## src/rtl/sys_cmd_pkg.sv

```systemverilog
// Shared definitions for the host-side command initiator: opcodes, command
// encoding, FSM states and per-command frame/reply lengths.
package sys_cmd_pkg;

    localparam logic [7:0] OpRegWr  = 8'hAA;
    localparam logic [7:0] OpRegRd  = 8'hBB;
    localparam logic [7:0] OpAluOp  = 8'hCC;
    localparam logic [7:0] OpAluNop = 8'hDD;

    typedef enum logic [1:0] {
        CmdRegWr  = 2'd0,
        CmdRegRd  = 2'd1,
        CmdAluOp  = 2'd2,
        CmdAluNop = 2'd3
    } cmd_type_e;

    typedef enum logic [2:0] {
        StIdle,
        StSend,
        StWaitRsp0,
        StWaitRsp1,
        StResp
    } state_e;

    localparam logic [2:0] FrameLenRegWr  = 3'd3;
    localparam logic [2:0] FrameLenRegRd  = 3'd2;
    localparam logic [2:0] FrameLenAluOp  = 3'd4;
    localparam logic [2:0] FrameLenAluNop = 3'd2;

    localparam logic [1:0] RspLenRegWr  = 2'd0;
    localparam logic [1:0] RspLenRegRd  = 2'd1;
    localparam logic [1:0] RspLenAluOp  = 2'd2;
    localparam logic [1:0] RspLenAluNop = 2'd2;

    function automatic logic [2:0] frame_len(cmd_type_e t);
        unique case (t)
            CmdRegWr:  frame_len = FrameLenRegWr;
            CmdRegRd:  frame_len = FrameLenRegRd;
            CmdAluOp:  frame_len = FrameLenAluOp;
            CmdAluNop: frame_len = FrameLenAluNop;
        endcase
    endfunction

    function automatic logic [1:0] rsp_len(cmd_type_e t);
        unique case (t)
            CmdRegWr:  rsp_len = RspLenRegWr;
            CmdRegRd:  rsp_len = RspLenRegRd;
            CmdAluOp:  rsp_len = RspLenAluOp;
            CmdAluNop: rsp_len = RspLenAluNop;
        endcase
    endfunction

endpackage

```

## src/rtl/sys_cmd_master_if.sv

```systemverilog
// Command request, UART byte and reply signals of the command initiator.
interface sys_cmd_master_if #(
    parameter int unsigned DATA_WIDTH    = 8,
    parameter int unsigned ADDRESS_WIDTH = 4,
    parameter int unsigned ALU_FUN_WIDTH = 4,
    parameter int unsigned ALU_OUT_WIDTH = 16
);
    logic                     cmd_valid;
    logic                     cmd_ready;
    logic [1:0]               cmd_type;
    logic [ADDRESS_WIDTH-1:0] cmd_addr;
    logic [DATA_WIDTH-1:0]    cmd_wdata;
    logic [DATA_WIDTH-1:0]    cmd_op_a;
    logic [DATA_WIDTH-1:0]    cmd_op_b;
    logic [ALU_FUN_WIDTH-1:0] cmd_fun;
    logic [DATA_WIDTH-1:0]    tx_data;
    logic                     tx_valid;
    logic                     tx_ready;
    logic [DATA_WIDTH-1:0]    rx_data;
    logic                     rx_valid;
    logic [ALU_OUT_WIDTH-1:0] rsp_data;
    logic                     rsp_valid;
    logic                     rsp_err;

    modport master (
        input  cmd_valid, cmd_type, cmd_addr, cmd_wdata, cmd_op_a, cmd_op_b, cmd_fun,
        output cmd_ready,
        output tx_data, tx_valid,
        input  tx_ready,
        input  rx_data, rx_valid,
        output rsp_data, rsp_valid, rsp_err
    );

    modport slave (
        output cmd_valid, cmd_type, cmd_addr, cmd_wdata, cmd_op_a, cmd_op_b, cmd_fun,
        input  cmd_ready,
        input  tx_data, tx_valid,
        output tx_ready,
        output rx_data, rx_valid,
        input  rsp_data, rsp_valid, rsp_err
    );

endinterface

```

## src/rtl/sys_cmd_timeout.sv

```systemverilog
// Inter-byte reply timeout counter: clears on demand, counts while enabled and
// flags expiry when it reaches TIMEOUT_CYCLES-1.
module sys_cmd_timeout #(
    parameter int unsigned TIMEOUT_CYCLES = 65535,
    parameter int unsigned TO_WIDTH       = 16
) (
    input  logic CLK,
    input  logic RST,
    input  logic clr,
    input  logic en,
    output logic expired
);
    localparam logic [TO_WIDTH-1:0] Limit = TO_WIDTH'(TIMEOUT_CYCLES - 1);

    logic [TO_WIDTH-1:0] count_q;

    assign expired = (count_q == Limit);

    always_ff @(posedge CLK or negedge RST) begin
        if (!RST) begin
            count_q <= '0;
        end else if (clr) begin
            count_q <= '0;
        end else if (en && !expired) begin
            count_q <= count_q + TO_WIDTH'(1);
        end
    end

endmodule

```

## src/rtl/sys_cmd_master.sv

```systemverilog
// Host-side initiator: serialises one command into a UART byte frame, then
// collects the 0/1/2-byte reply (LSB first) or reports a timeout.
module sys_cmd_master
    import sys_cmd_pkg::*;
#(
    parameter int unsigned DATA_WIDTH     = 8,
    parameter int unsigned ADDRESS_WIDTH  = 4,
    parameter int unsigned ALU_FUN_WIDTH  = 4,
    parameter int unsigned ALU_OUT_WIDTH  = 16,
    parameter int unsigned TIMEOUT_CYCLES = 65535,
    parameter int unsigned TO_WIDTH       = 16
) (
    input logic             CLK,
    input logic             RST,
    sys_cmd_master_if.master bus
);
    state_e                   state_q, state_d;
    logic [2:0]               idx_q, idx_d;
    cmd_type_e                type_q;
    logic [ADDRESS_WIDTH-1:0] addr_q;
    logic [DATA_WIDTH-1:0]    wdata_q, op_a_q, op_b_q;
    logic [ALU_FUN_WIDTH-1:0] fun_q;
    logic [DATA_WIDTH-1:0]    lo_q, hi_q;
    logic                     err_q;
    logic [DATA_WIDTH-1:0]    tx_byte;
    logic                     accept, waiting, rx_take, to_expired;

    assign accept  = (state_q == StIdle) && bus.cmd_valid;
    assign waiting = state_q inside {StWaitRsp0, StWaitRsp1};
    assign rx_take = waiting && bus.rx_valid;

    // Held clear outside the wait states, so each wait state starts from zero.
    sys_cmd_timeout #(
        .TIMEOUT_CYCLES(TIMEOUT_CYCLES),
        .TO_WIDTH      (TO_WIDTH)
    ) u_timeout (
        .CLK    (CLK),
        .RST    (RST),
        .clr    (!waiting || rx_take),
        .en     (waiting),
        .expired(to_expired)
    );

    always_ff @(posedge CLK or negedge RST) begin
        if (!RST) begin
            state_q <= StIdle;
            idx_q   <= '0;
        end else begin
            state_q <= state_d;
            idx_q   <= idx_d;
        end
    end

    always_comb begin
        state_d = state_q;
        idx_d   = idx_q;
        unique case (state_q)
            StIdle: begin
                if (bus.cmd_valid) begin
                    state_d = StSend;
                    idx_d   = '0;
                end
            end
            StSend: begin
                if (bus.tx_ready) begin
                    if (idx_q == frame_len(type_q) - 3'd1) begin
                        idx_d   = '0;
                        state_d = (rsp_len(type_q) == 2'd0) ? StResp : StWaitRsp0;
                    end else begin
                        idx_d = idx_q + 3'd1;
                    end
                end
            end
            StWaitRsp0: begin
                if (bus.rx_valid) begin
                    state_d = (rsp_len(type_q) == 2'd1) ? StResp : StWaitRsp1;
                end else if (to_expired) begin
                    state_d = StResp;
                end
            end
            StWaitRsp1: begin
                if (bus.rx_valid || to_expired) begin
                    state_d = StResp;
                end
            end
            StResp:  state_d = StIdle;
            default: state_d = StIdle;
        endcase
    end

    always_ff @(posedge CLK or negedge RST) begin
        if (!RST) begin
            type_q  <= CmdRegWr;
            addr_q  <= '0;
            wdata_q <= '0;
            op_a_q  <= '0;
            op_b_q  <= '0;
            fun_q   <= '0;
            lo_q    <= '0;
            hi_q    <= '0;
            err_q   <= 1'b0;
        end else begin
            if (accept) begin
                type_q  <= cmd_type_e'(bus.cmd_type);
                addr_q  <= bus.cmd_addr;
                wdata_q <= bus.cmd_wdata;
                op_a_q  <= bus.cmd_op_a;
                op_b_q  <= bus.cmd_op_b;
                fun_q   <= bus.cmd_fun;
                lo_q    <= '0;
                hi_q    <= '0;
                err_q   <= 1'b0;
            end
            if (state_q == StWaitRsp0 && bus.rx_valid) lo_q <= bus.rx_data;
            if (state_q == StWaitRsp1 && bus.rx_valid) hi_q <= bus.rx_data;
            // A byte arriving on the expiry cycle takes priority over the error.
            if (waiting && to_expired && !bus.rx_valid) err_q <= 1'b1;
        end
    end

    always_comb begin
        tx_byte = '0;
        unique case (type_q)
            CmdRegWr: begin
                case (idx_q)
                    3'd0:    tx_byte = DATA_WIDTH'(OpRegWr);
                    3'd1:    tx_byte = DATA_WIDTH'(addr_q);
                    default: tx_byte = wdata_q;
                endcase
            end
            CmdRegRd: begin
                case (idx_q)
                    3'd0:    tx_byte = DATA_WIDTH'(OpRegRd);
                    default: tx_byte = DATA_WIDTH'(addr_q);
                endcase
            end
            CmdAluOp: begin
                case (idx_q)
                    3'd0:    tx_byte = DATA_WIDTH'(OpAluOp);
                    3'd1:    tx_byte = op_a_q;
                    3'd2:    tx_byte = op_b_q;
                    default: tx_byte = DATA_WIDTH'(fun_q);
                endcase
            end
            CmdAluNop: begin
                case (idx_q)
                    3'd0:    tx_byte = DATA_WIDTH'(OpAluNop);
                    default: tx_byte = DATA_WIDTH'(fun_q);
                endcase
            end
        endcase
    end

    assign bus.cmd_ready = (state_q == StIdle);
    assign bus.tx_valid  = (state_q == StSend);
    assign bus.tx_data   = (state_q == StSend) ? tx_byte : '0;
    assign bus.rsp_valid = (state_q == StResp);
    assign bus.rsp_err   = (state_q == StResp) && err_q;
    assign bus.rsp_data  = ((state_q == StResp) && !err_q) ? ALU_OUT_WIDTH'({hi_q, lo_q}) : '0;

endmodule

```

## src/flat_wrapper.sv

```systemverilog
// flat-port wrapper written by rule: the top's interface ports become plain ports
module sys_cmd_master_flat import sys_cmd_pkg::*;
#(
    parameter int unsigned DATA_WIDTH     = 8,
    parameter int unsigned ADDRESS_WIDTH  = 4,
    parameter int unsigned ALU_FUN_WIDTH  = 4,
    parameter int unsigned ALU_OUT_WIDTH  = 16,
    parameter int unsigned TIMEOUT_CYCLES = 65535,
    parameter int unsigned TO_WIDTH       = 16
)
  (CLK, RST, bus_cmd_valid, bus_cmd_type, bus_cmd_addr, bus_cmd_wdata, bus_cmd_op_a, bus_cmd_op_b, bus_cmd_fun, bus_cmd_ready, bus_tx_data, bus_tx_valid, bus_tx_ready, bus_rx_data, bus_rx_valid, bus_rsp_data, bus_rsp_valid, bus_rsp_err);
  sys_cmd_master_if #(.DATA_WIDTH(DATA_WIDTH), .ADDRESS_WIDTH(ADDRESS_WIDTH), .ALU_FUN_WIDTH(ALU_FUN_WIDTH), .ALU_OUT_WIDTH(ALU_OUT_WIDTH)) bus_i ();
  input logic CLK;
  input logic RST;
  input wire logic [$bits(bus_i.cmd_valid)-1:0] bus_cmd_valid;
  input wire logic [$bits(bus_i.cmd_type)-1:0] bus_cmd_type;
  input wire logic [$bits(bus_i.cmd_addr)-1:0] bus_cmd_addr;
  input wire logic [$bits(bus_i.cmd_wdata)-1:0] bus_cmd_wdata;
  input wire logic [$bits(bus_i.cmd_op_a)-1:0] bus_cmd_op_a;
  input wire logic [$bits(bus_i.cmd_op_b)-1:0] bus_cmd_op_b;
  input wire logic [$bits(bus_i.cmd_fun)-1:0] bus_cmd_fun;
  output wire logic [$bits(bus_i.cmd_ready)-1:0] bus_cmd_ready;
  output wire logic [$bits(bus_i.tx_data)-1:0] bus_tx_data;
  output wire logic [$bits(bus_i.tx_valid)-1:0] bus_tx_valid;
  input wire logic [$bits(bus_i.tx_ready)-1:0] bus_tx_ready;
  input wire logic [$bits(bus_i.rx_data)-1:0] bus_rx_data;
  input wire logic [$bits(bus_i.rx_valid)-1:0] bus_rx_valid;
  output wire logic [$bits(bus_i.rsp_data)-1:0] bus_rsp_data;
  output wire logic [$bits(bus_i.rsp_valid)-1:0] bus_rsp_valid;
  output wire logic [$bits(bus_i.rsp_err)-1:0] bus_rsp_err;
  assign bus_i.cmd_valid = bus_cmd_valid;
  assign bus_i.cmd_type = bus_cmd_type;
  assign bus_i.cmd_addr = bus_cmd_addr;
  assign bus_i.cmd_wdata = bus_cmd_wdata;
  assign bus_i.cmd_op_a = bus_cmd_op_a;
  assign bus_i.cmd_op_b = bus_cmd_op_b;
  assign bus_i.cmd_fun = bus_cmd_fun;
  assign bus_cmd_ready = bus_i.cmd_ready;
  assign bus_tx_data = bus_i.tx_data;
  assign bus_tx_valid = bus_i.tx_valid;
  assign bus_i.tx_ready = bus_tx_ready;
  assign bus_i.rx_data = bus_rx_data;
  assign bus_i.rx_valid = bus_rx_valid;
  assign bus_rsp_data = bus_i.rsp_data;
  assign bus_rsp_valid = bus_i.rsp_valid;
  assign bus_rsp_err = bus_i.rsp_err;
  sys_cmd_master #(.DATA_WIDTH(DATA_WIDTH), .ADDRESS_WIDTH(ADDRESS_WIDTH), .ALU_FUN_WIDTH(ALU_FUN_WIDTH), .ALU_OUT_WIDTH(ALU_OUT_WIDTH), .TIMEOUT_CYCLES(TIMEOUT_CYCLES), .TO_WIDTH(TO_WIDTH)) u_core (.CLK(CLK), .RST(RST), .bus(bus_i));
endmodule
```

## config.mk

```make
export PLATFORM = sky130hd
export DESIGN_NAME = sys_cmd_master_flat
export DESIGN_NICKNAME = d
export VERILOG_FILES = /design/src/rtl/sys_cmd_pkg.sv /design/src/rtl/sys_cmd_master_if.sv /design/src/rtl/sys_cmd_timeout.sv /design/src/rtl/sys_cmd_master.sv /design/src/flat_wrapper.sv
export SDC_FILE = /design/constraint.sdc
export NUM_CORES = 1
export LEC_CHECK = 0
export ABC_CLOCK_PERIOD_IN_PS = 3810
export BUFFER_PORTS_ARGS = -buffer_cell sky130_fd_sc_hd__buf_2
export CAP_MARGIN = 20
export CORE_MARGIN = 2
export CORE_UTILIZATION = 40
export CTS_CLUSTER_DIAMETER = 40
export DETAILED_ROUTE_END_ITERATION = 6
export MAX_ROUTING_LAYER = met4
export SYNTH_ARGS = -nofsm -noshare
export SYNTH_HDL_FRONTEND = slang
export SYNTH_SLANG_ARGS = --single-unit
```

## constraint.sdc

```tcl
create_clock -name CLK -period 3.81 [get_ports CLK]
set_clock_uncertainty 0.1 [all_clocks]
set_input_delay 0.9525 -clock CLK [delete_from_list [all_inputs] [get_ports CLK]]
set_output_delay 0.9525 -clock CLK [all_outputs]
set_load 0.02 [all_outputs]
```

; After elaboration in Yosys (flattened, before gate mapping)
; Cells that the tools add are included.
[totals]
register_bits = 73
inputBits = 47
wordCells = 97
[classes]
addsub = 3
n_eq_ne = 17
mux = 36
n_reduce_logical = 29
[ops]
columns = cell, n
row1 = 16-bit 2-to-1 mux, 3
row2 = 8-bit 2-to-1 mux, 6
row3 = 3-bit 2-to-1 mux, 13
row4 = 8-bit case mux with 4 select lines, 1
row5 = 8-bit case mux with 3 select lines, 1
row6 = 16-bit by 1-bit adder with 16-bit output (second input constant), 1
row7 = 16-bit == test (second input constant), 1
row8 = 8-bit case mux with 2 select lines, 1
row9 = 3-bit case mux with 4 select lines, 1
row10 = 2-bit nonzero test, 6
row11 = 2-bit 2-to-1 mux, 5
row12 = 3-bit by 2-bit == test with 1-bit output (second input constant), 3
row13 = 1-bit logical AND, 9
row14 = 3-bit case mux with 3 select lines, 1
row15 = 3-bit by 1-bit == test with 1-bit output (second input constant), 2
row16 = 3-bit logical NOT, 2
row17 = 2-bit case mux with 3 select lines, 1
row18 = 3-bit case mux with 2 select lines, 1
row19 = 5-bit AND reduction, 1
row20 = 2-bit by 1-bit == test with 1-bit output (second input constant), 2
row21 = 2-bit == test (second input constant), 2
row22 = 1-bit logical NOT, 4
row23 = 2-bit logical NOT, 2
row24 = 2-bit by 1-bit != test with 1-bit output (second input constant), 2
row25 = other kinds (10), 14

; Longest topological paths before layout
[depth]
ltp_word = 15
depth_mapped = 7
mapped_depth_nobuf = 6

; By module
; Synthesis repeated with hierarchy kept, for this count alone.
[unflattened]
hier_cells = 464
hier_area_um2 = 4032.6
[modules_own_cells]
columns = module, n_inst, cells_per_inst, area_each_um2, seq_area_each_um2
row1 = sys_cmd_master, 1, 371, 3072.9, 1426.4
row2 = sys_cmd_timeout, 1, 93, 959.7, 400.4

; Worst setup path before layout
; OpenSTA, ideal clock, no wires.
[synth_timing]
path_kind = flip-flop to output port
startpoint = register u_core.idx_q[0]
endpoint = output port bus_tx_data[1]
arrival_ns = 1.932
path_slack_ns = 0.826
path_stages_with_launch = 8
path_buffers = 1
path_cell_list = dfrtp_1 > inv_1 > ha_1 > clkbuf_1 > nor3_1 > o21ai_0 > a221o_1 > a21oi_1
[synth_between]
elab_chain_len = 4
word_cells_on_any_way = 9
[synth_rtl]
columns = element, line
row1 = "start, declared", sys_cmd_master.sv:18  ; logic [2:0] idx_q, idx_d;
row2 = "start signal, assigned", sys_cmd_master.sv:50  ; idx_q <= idx_d;
row3 = 3-bit by 2-bit == test with 1-bit output (tied with other cells), sys_cmd_master.sv:138  ; case (idx_q)
row4 = 8-bit case mux with 3 select lines (tied with other cells), sys_cmd_master.sv:138
row5 = 8-bit case mux with 4 select lines (*), sys_cmd_master.sv:123  ; unique case (type_q)
row6 = 8-bit 2-to-1 mux (*), sys_cmd_master.sv:156  ; assign bus.tx_data = (state_q == StSend) ? tx_byte : '0;
row7 = "end, declared", flat_wrapper.sv:23  ; output wire logic [$bits(bus_i.tx_data)-1:0] bus_tx_data;
; Every way passes the cells marked *; elsewhere a longest branch is shown, timed or not.

; Worst setup path after layout
[layout_timing]
startpoint = register u_core.idx_q[1]
endpoint = output port bus_tx_data[1]
; Same word-level chain as after synthesis.

==> impl_metrics.yaml <==
timing:
  relSlewSlack: 0.416
  clock.fmax_mhz: 281
  post-route-period-util: 0.933
  tightestPinTransition_ns: 0.872
  rsz0062_at_grt: "false"
  setup_viol: 0
  period_minus_slack_ns: 3.55
  setup_tns_ns: 0
  slew_viol_final: 0
  hold_viol_final: 0
  worst_hold_slack_ns: 0.393
routing:
  wl_per_cell_um: 15.9
  drtAntennaViolNets: 0
  dr.pass1.iters: 4
  drtIter0Drc: 95
  vias: 3166
  finalWirelength_um: 8940
  viasPerCell: 5.62
  remaining_drc_errors: 0
global_routing:
  antenna_found_initial: 0
  grt-ovfl-total: 0
  grt_max_degree: 47
  grt_pass1_vias: 2969
  grt_pass1_wl_um: 15000
  grt_usage: 0.187
worst_setup_path:
  worstPathMaxFanout: 13
  path_cells: "inv_1 > ha_1 > nor2b_1 > mux2i_1 > a221o_1 > a21oi_1 > buf_2"
  required_ns: 2.76
  critical-path-top-delay-family: "compound AO/OA/AOI/OAI gates"
  cp_slowest_cell: "ha_1"
  reg2reg_depth: 6
  path_buf_inv: 2
  startpoint_type: "register"
  path_class: "reg -> out"
  endpoint_kind: "primary output"
  critical-path-max-stage-delay_ns: 0.45
  crit_cells: 7
  cp.arrival_ns: 2.50
flow_run:
  cap_violations: 0
final_layout:
  syn_to_final_growth_pct: 17.6
  layout.nets: 482
  drive_gt1_frac: 0.309
  num_antenna_cells: 0
  fillCellCount: 907
min_path:
  hold_path_depth: 1
  min_path_type: "reg -> reg"
placed_design:
  place_congestion: 0.820
  dp_hpwl_um: 6310
  io_buffers: 74
power_and_ir_drop:
  powerDensity_mw_per_mm2: 741
  ir_drop_mv: 0.437
  p_leak_nw: 2.09
floorplan:
  die_h_um: 103
  die_x_um: 103
  die-area_sq_mm: 0.0105
  fp.coreArea_sq_mm: 0.00933
  start_util: 0.416
  rows: 35
  io_pins: 75
logic_synthesis:
  synth_cell_types: 57
  synthFlopType: "dfrtp_1"
  ys_warn_count: 0
  ys_seq_area_frac: 0.471
  ys_ff_latch: 73
  syn_nets: 416
  netlist_instances: 363
  synth_area_sq_mm: 0.00388
  syn_avg_cell_area_sq_um: 10.7
  synth_edf_count: 0
  synth-async-reset-ratio: 1.00
clock_tree:
  cts_hold_buf: 0
  cts_max_level: 3
  clkTransAtPathRegs_ns: 0.08
  cts_buffers: 9
  clock-root-buffer: "clkbuf_8"
  insertion_delay_ns: 0.34
  post_cts_buffers: 0
  clk_path_buf_depth: 2
  cts_sinks: 73
  cts_tree: "yes"
status:
  outcome: "finished, final reports clean"
==> synthesized netlist by cell type, types with 6 or more instances <==
master	n	share of area
a21oi_1	16	0.021
a22o_1	19	0.043
a31oi_1	8	0.013
and3_1	18	0.029
buf_2	9	0.012
clkbuf_1	12	0.012
dfrtp_1	73	0.47
ha_1	6	0.019
inv_1	10	0.0097
mux2_2	32	0.093
nand2_1	16	0.015
nand2b_1	6	0.0097
nand3_1	11	0.014
nor2_1	15	0.015
o21ai_0	19	0.025
o31ai_1	9	0.017
or4_1	10	0.019
==> final timing paths <==
kind | startpoint | endpoint | slack [ns]
worst min-delay path | u_core.hi_q[0] | u_core.hi_q[0] | 0.39
max in group asynchronous | RST | u_core.lo_q[2] | 2.39
worst max register to register | u_core.u_timeout.count_q[0] | u_core.state_q[0] | 1.61
worst max-delay path | u_core.idx_q[1] | bus_tx_data[1] | 0.26
min in group asynchronous | RST | u_core.u_timeout.count_q[6] | 0.42
worst min register to register | u_core.hi_q[0] | u_core.hi_q[0] | 0.39
==> power by group <==
group / leakage [nW] / internal (mW) / total, mW / switching (mW)
logic: 1.05 / 0.647 / 1.37 / 0.722
clock network: 0.107 / 0.389 / 0.666 / 0.277
registers: 0.934 / 1.06 / 1.35 / 0.285
total: 2.09 / 2.10 / 3.38 / 1.28
==> timing repair <==
item                                   in CTS  in global routing
setup endpoints to repair                   0                  1
resized for setup                           0                  1
endpoints found under the hold margin       0                  0
==> cell usage in the layout, fill, tap and decap left out, types with 3 or more instances in the layout <==
cell type,n
and4_1,3
nand3_1,11
buf_4,4
inv_1,10
clkbuf_8,10
o31ai_1,9
o21ai_0,19
buf_2,74
o21a_1,3
nand2b_1,6
or4_1,10
mux2i_1,4
nor3b_1,3
a211oi_1,3
o22ai_1,3
ha_1,6
a22o_1,19
a22oi_1,3
nand2_1,16
and3_1,18
mux2_2,32
dfrtp_1,73
nand4_1,5
nor2_1,15
a21oi_1,16
nor3_1,5
a31oi_1,8
==> state kept, by name, summed over array words and instances (netlist names) <==
name / cells
u_core.addr_q: 4
u_core.err_q: 1
u_core.idx_q: 3
u_core.op_a_q: 8
u_core.lo_q: 8
u_core.wdata_q: 8
u_core.state_q: 3
u_core.type_q: 2
u_core.fun_q: 4
u_core.u_timeout.count_q: 16
u_core.hi_q: 8
u_core.op_b_q: 8
==> metal layers <==
layer	up-vias	part of all wire	wire (um)	track usage
met5	-	0	0	-
met4	0	0.0097	87	0.0472
met3	9	0.055	493	0.0468
met2	89	0.47	4160	0.281
met1	1549	0.47	4190	0.254
li1	1519	-	-	-
==> worst register-to-register path, stage by stage (launching register included) <==
cell	delay, ns
dfrtp_1	0.40
inv_1	0.10
ha_1	0.18
nand4_1	0.18
nor4_4	0.75
o22ai_1	0.19
a32oi_1	0.20
==> final cells by class <==
cell class | count | area, sq um | share of cell area
timing repair buffer | 79 | 420 | 0.0921
inverter | 10 | 37.5 | 0.00823
sequential | 73 | 1830 | 0.400
clock inverter | 4 | 76.3 | 0.0167
tap | 129 | 161 | 0.0354
clock buffer | 12 | 145 | 0.0318
multi-input combinational | 256 | 1900 | 0.415
==> per-stage QoR <==
step,worst slack (ns),utilization,instances,power [mW],area (sq um)
6_report,0.255,0.489,563,3.38,4560
5_1_grt,0.0487,0.489,563,3.64,4560
4_1_cts,0.207,0.487,562,3.41,4540
3_3_place_gp,0.634,0.463,546,2.70,4320
2_1_floorplan,0.826,-,363,2.37,3880
3_5_place_dp,0.578,0.463,546,2.73,4320
==> kinds of logic (layout without fill, tap and decap cells) <==
| family | Yosys count | in the layout | synth area share |
|---|---|---|---|
| compound gates | 100 | 100 | 0.180 |
| xor+xnor | 2 | 2 | 0.00451 |
| simple gates | 112 | 112 | 0.181 |
| flops | 73 | 73 | 0.471 |
| buf+inv | 34 | 105 | 0.0416 |
| mux | 36 | 36 | 0.103 |
| fa+ha+maj | 6 | 6 | 0.0193 |
Power figures use the tool's default switching activity.
